<file path="src/rtl/ordered_sets_decoder.sv">
// Receive-side lane ordered-set decoder: lane init (align on /K/, verify on /V/),
// then strips /SCP/../ECP/ framing and streams payload words with a last flag.
module ordered_sets_decoder #(
  parameter int DATA_W     = 16,
  parameter int ALIGN_CNT  = 4,
  parameter int VERIFY_CNT = 16
) (
  input  logic              clk,
  input  logic              rst,
  input  logic              rx_valid,
  input  logic [DATA_W-1:0] rx_data,
  input  logic [1:0]        rx_isk,
  input  logic              rx_code_err,
  output logic              rx_aligned,
  output logic              rx_verified,
  output logic              axi_valid,
  output logic              axi_last,
  output logic [DATA_W-1:0] axi_data,
  output logic              frame_err
);

  localparam int CNT_MAX = (ALIGN_CNT > VERIFY_CNT) ? ALIGN_CNT : VERIFY_CNT;
  localparam int CNT_W   = $clog2(CNT_MAX + 1);

  localparam logic [1:0] S_ALIGN  = 2'd0;
  localparam logic [1:0] S_VERIFY = 2'd1;
  localparam logic [1:0] S_READY  = 2'd2;

  logic [1:0]        state;
  logic [CNT_W-1:0]  cnt;
  logic              in_frame;
  logic              held_valid;
  logic [DATA_W-1:0] held_data;

  logic is_k, is_v, is_scp, is_ecp, is_idle, is_data, is_unk;

  // Word classification; a /V/ word is also a /K/ word.
  always_comb begin
    is_k    = (rx_isk == 2'b10) && (rx_data[15:8] == 8'hBC);
    is_v    = is_k && (rx_data[7:0] == 8'hB5);
    is_scp  = (rx_isk == 2'b11) && (rx_data == 16'h5CFB);
    is_ecp  = (rx_isk == 2'b11) && (rx_data == 16'hFDFE);
    is_idle = (rx_isk == 2'b11) &&
              ((rx_data == 16'h1C1C) || (rx_data == 16'h7C7C) || (rx_data == 16'hF7F7));
    is_data = (rx_isk == 2'b00);
    is_unk  = !(is_k || is_scp || is_ecp || is_idle || is_data);
  end

  assign rx_aligned  = (state != S_ALIGN);
  assign rx_verified = (state == S_READY);

  always_ff @(posedge clk) begin
    if (rst) begin
      state      <= S_ALIGN;
      cnt        <= '0;
      in_frame   <= 1'b0;
      held_valid <= 1'b0;
      held_data  <= '0;
      axi_valid  <= 1'b0;
      axi_last   <= 1'b0;
      axi_data   <= '0;
      frame_err  <= 1'b0;
    end else begin
      axi_valid <= 1'b0;
      axi_last  <= 1'b0;
      frame_err <= 1'b0;
      if (rx_valid) begin
        if (rx_code_err) begin
          // Lane lost: restart init and drop any partial frame.
          frame_err  <= in_frame;
          state      <= S_ALIGN;
          cnt        <= '0;
          in_frame   <= 1'b0;
          held_valid <= 1'b0;
        end else begin
          case (state)
            S_ALIGN: begin
              if (is_k) begin
                if (cnt == CNT_W'(ALIGN_CNT - 1)) begin
                  state <= S_VERIFY;
                  cnt   <= '0;
                end else begin
                  cnt <= cnt + CNT_W'(1);
                end
              end else begin
                cnt <= '0;
              end
            end
            S_VERIFY: begin
              if (is_v) begin
                if (cnt == CNT_W'(VERIFY_CNT - 1)) begin
                  state <= S_READY;
                  cnt   <= '0;
                end else begin
                  cnt <= cnt + CNT_W'(1);
                end
              end else if (!(is_k || is_idle)) begin
                cnt <= '0;
              end
            end
            S_READY: begin
              if (!in_frame) begin
                if (is_scp) in_frame <= 1'b1;
                else if (is_ecp) frame_err <= 1'b1;
              end else if (is_scp) begin
                frame_err  <= 1'b1;
                held_valid <= 1'b0;
              end else if (is_data) begin
                // One-word hold so the final word can carry last when ECP arrives.
                if (held_valid) begin
                  axi_valid <= 1'b1;
                  axi_data  <= held_data;
                end
                held_valid <= 1'b1;
                held_data  <= rx_data;
              end else if (is_ecp) begin
                if (held_valid) begin
                  axi_valid <= 1'b1;
                  axi_last  <= 1'b1;
                  axi_data  <= held_data;
                end
                in_frame   <= 1'b0;
                held_valid <= 1'b0;
              end else if (is_unk) begin
                frame_err  <= 1'b1;
                in_frame   <= 1'b0;
                held_valid <= 1'b0;
              end
            end
            default: state <= S_ALIGN;
          endcase
        end
      end
    end
  end

endmodule

</file>
<file path="config.mk">
export PLATFORM = sky130hd
export DESIGN_NAME = ordered_sets_decoder
export DESIGN_NICKNAME = d
export VERILOG_FILES = /design/src/rtl/ordered_sets_decoder.sv
export SDC_FILE = /design/constraint.sdc
export NUM_CORES = 1
export LEC_CHECK = 0
export ABC_AREA = 1
export CAP_MARGIN = 20
export CORE_MARGIN = 2
export CORE_UTILIZATION = 51
export DETAILED_ROUTE_END_ITERATION = 10
export HOLD_SLACK_MARGIN = 0.08
export PLACE_DENSITY = 0.79
export SETUP_SLACK_MARGIN = 0.05
export SLEW_MARGIN = 0
export SYNTH_ARGS = -nofsm -noshare
export SYNTH_HDL_FRONTEND = slang
export SYNTH_SLANG_ARGS = --single-unit
</file>
<file path="constraint.sdc">
create_clock -name clk -period 1.8 [get_ports clk]
set_input_delay 0.45 -clock clk [delete_from_list [all_inputs] [get_ports clk]]
set_output_delay 0.45 -clock clk [all_outputs]
set_load 0.005 [all_outputs]
</file>
==> summary by stage <==
Status
The run finished with clean final reports.

Floorplanning
The starting density of the core is 54.35%. After floorplanning, the core was sized to cover 4086 um2. Measured along the y axis, the die boundary spans 69.99 um.

Measured along the x axis, the die boundary spans 69.99 um. After floorplanning, the core was divided into 23 placement rows. The count of boundary I/O pins is 43. The area of the die is 4899 um2.

STA
Setup repair after global routing could not meet its margin everywhere. The remaining max-slew budget at the tightest pin is 79.74%. The slew at the pin closest to its max-slew limit is 301.7 ps. The final critical-path share of the clock period is 93.07%. Timing would allow up to 0.5969 GHz. The hold violation total from the final report is 0. The final number of max-transition violations is 0.

The tightest hold path in the finished design has a slack of 466.4 ps. The clock period could shrink to around 1700 ps. Setup violations remaining at the end of the flow were counted as 0. Between clock sinks in the finished design, the worst skew comes to 6.913 ps.

The smallest setup slack after layout is 124.8 ps.

Hold path
The class of the tightest hold or removal check is in2reg. The depth of the worst hold-timing path is 3. The worst min-delay path startpoint is rx_data[5].

Final layout
The repair_antennas step left the layout with diodes totalling 0. For this run, the post-layout net count is 450. The filler-free cell count of the finished design is 476. Of the cells placed in the final design, the portion with a size suffix greater than 1 is 22.54%. The area growth from synthesis to layout is 45.46%. Cells fill 79.06% of the core in the end.

Critical path
The kind of start point of the critical path is a register. The biggest cell delay along the critical path is 350 ps. The critical path in this run is classified as reg2reg.

The critical path capture point is state[1]$_SDFFE_PP0P_. The required arrival time at the worst endpoint is 2040 ps. The reg-to-reg critical path endpoint is state[1]$_SDFFE_PP0P_.

The startpoint of the most critical register-to-register path is cnt[0]$_SDFFE_PP0P_. The endpoint type of the worst setup path is a register. The setup slack of the most critical reg-to-reg path is between 100 and 150 ps. The cell occurring most often along the worst timing path is nand2_1.

The signal on the critical path passes through ha_2 -> nand2_1 -> nor2_2 -> ha_2 -> o21ai_1 -> nor3_4 -> nand2_2 -> nand2_1 -> nand2_1 -> nor2_1. Counting cells, the worst reg-to-reg path comes to 10. Data on the critical path arrives at its endpoint at 1920 ps. The start point of the critical path is cnt[0]$_SDFFE_PP0P_. The largest fanout on the critical path is 3. On the critical path, the stage with the largest delay is an instance of dfxtp_2.

Yosys
The Yosys step of the flow raised 0 warnings. The mapped netlist covers 2221 um2. Of the synthesized area, sequential elements account for roughly two fifths.

The most used flip-flop cell after synthesis is dfxtp_1. The number of synthesized flops with an enable pin is 0. The per-instance average area after synthesis is 6.494 um2. When the netlist entered floorplanning its net count stood at 367. The gate count after technology mapping is 342. The total of flip-flops plus latches after synthesis is 44. The fraction of registers with async set or reset after synthesis is 0%. In this run, distinct cell masters in the synthesized netlist total 26.

Clock tree
The cell sitting at the root of the clock tree is a clkbuf_8. The clock insertion delay at the later pin of the skew report is 300 ps. The depth of the CTS H-tree is 2. The CTS tree is yes. The clock drives 44 sinks. The clock-pin slew on the worst setup and hold paths is roughly 90 ps.

No sink is reached through more buffers than the 2 on the longest clock path. The number of clock buffers added by TritonCTS is 5.

Global routing
The met1 routing resource usage after global routing is roughly 34%. The met3 global-route usage is 4.040%. For this run, global-route usage on met2 was measured as 41.69%. The first-pass GRT wire length is 10170 um. The global-route usage over all layers is 25.69%. The initial antenna violation count is 0. The number of global-route vias before repair came to 2267.

The total grt overflow is 0. Entering global routing, the biggest net connects 38 pins. met2 is the most crowded layer.

Pwr
The power density over the cells is about 640 nW/um2. The design draws 2.081 mW. The peak ir drop on the vdd network is 0.4907 mV. In this run the static leakage power is 1.458 nW.

Placed design
Counting tap cells, the placed design contains a total of between 400 and 500 instances. The estimated wirelength of the detail-placed design is 4176 um. At the end of routability-driven placement, the weighted congestion stood at 0.8901. In this run the tool buffered the top-level ports with 42 buffer cells. Before CTS, the worst setup slack after placement is -430.9 ps.

Routing
The initial DRC count is 193. The per-cell via count in the routed design is 5.248. The count of nets left with antenna violations once routing finished came out at 0. The final layout contains routed wiring with a total length of 6260 um. For this run, the detailed router's first-pass iteration total came to 5. After detailed routing, the average wire length per cell comes to 13.15 um. The total number of vias is 2498. The DRC violation count after routing is 0.

Job
Across the run, the number of max-cap violations was 0.
==> per-stage QoR <==
| step | setup TNS, ps | cell area (um2) |
|---|---|---|
| 3_3_place_gp | -10430 | 2924 |
| 6_report | 0 | 3231 |
| 2_1_floorplan | 0 | 2221 |
| 3_5_place_dp | -11900 | 2924 |
| 5_1_grt | 0 | 3231 |
| 4_1_cts | 0 | 3126 |
==> state kept, by name, summed over array words and instances, names as in the netlist <==
signal / flops
axi_data: 16
axi_last: 1
axi_valid: 1
cnt: 5
frame_err: 1
held_data: 16
held_valid: 1
in_frame: 1
state: 2
==> timing repair <==
action                                  in CTS  in global routing
cloned                                       3                  0
hold endpoints to repair                     0                  0
gates resized for setup                     41                 29
endpoints found under the setup margin      28                 29
pin swaps                                   11                 10
hold buffers                                 0                  0
buffers inserted                             1                  3
==> how the worst min path moves through the flow <==
| stage | endpoint | slack (ps) |
|---|---|---|
| after floorplan | held_valid$_SDFFE_PP0P_ | 430 |
| after global placement | held_valid$_SDFFE_PP0P_ | 450 |
| after detailed placement | held_valid$_SDFFE_PP0P_ | 460 |
| after CTS | held_valid$_SDFFE_PP0P_ | 470 |
| after global routing | held_valid$_SDFFE_PP0P_ | 480 |
| final | held_data[5]$_SDFFE_PP0P_ | 470 |
==> where the power goes <==
part	internal (mW)	leakage, nW	total, mW	switching (mW)
registers	0.985	0.357	0.996	0.0111
logic	0.133	1.05	0.303	0.170
clock network	0.418	0.0548	0.782	0.364
total	1.54	1.46	2.08	0.545
==> routing by layer <==
| layer | part of all wire [%] | wire (um) |
|---|---|---|
| met1 | 44 | 2747 |
| met2 | 47 | 2946 |
| met3 | 7.0 | 436 |
| met4 | 2.1 | 129 |
| met5 | 0 | 0 |
==> cell usage in the layout (no fill, tap or decap), drive strengths merged, types with 2 or more instances in the layout <==
cell type	count
nand3	16
dfxtp	44
buf	38
ha	3
clkbuf	5
clkdlybuf4s50	22
dlygate4sd2	13
inv	41
a21oi	20
o21ai	37
nor2	88
nand2	80
nand4	3
dlymetal6s2s	6
nand3b	2
==> logic make-up (layout without fill, tap and decap cells) <==
group                    Yosys count  count (layout)  synth area share (%)
adder cells (fa/ha/maj)            3               3                 1.690
buffers and inverters             46             128                 8.846
flip-flops                        44              44                 39.66
AO/OA/AOI/OAI                     58              58                 13.30
AND/OR/NAND/NOR                  190             192                 36.11
XOR/XNOR                           1               1                0.3944
==> area by class of cell <==
cell class                 instances  area (um2)
multi-input combinational        254        1285
sequential                        44       887.1
fill                             309       855.8
timing repair buffer              80       720.7
inverter                          39       153.9
clock buffer                       5       68.82
tap                               50       62.56
clock inverter                     3       46.29
timing repair inverter             1       6.256
==> cells in the mapped netlist (all sizes together), types with 2 or more instances <==
master,number,area (um2)
nand4,3,18.77
nand2,80,307.8
a21oi,20,100.1
dfxtp,44,880.8
clkbuf,2,7.510
buf,5,40.04
inv,39,148.9
o21ai,37,188.9
nand3,14,82.58
nand3b,2,15.01
nor2,88,340.3
ha,3,37.54
==> critical path, delay by kind of cell (launching register included) <==
| family | cells | cell delay, ps |
|---|---|---|
| AND/OR/NAND/NOR | 7 | 730 |
| adder cells (fa/ha/maj) | 2 | 420 |
| flip-flops | 1 | 350 |
| AO/OA/AOI/OAI | 1 | 130 |
Power figures use the tool's default switching activity.
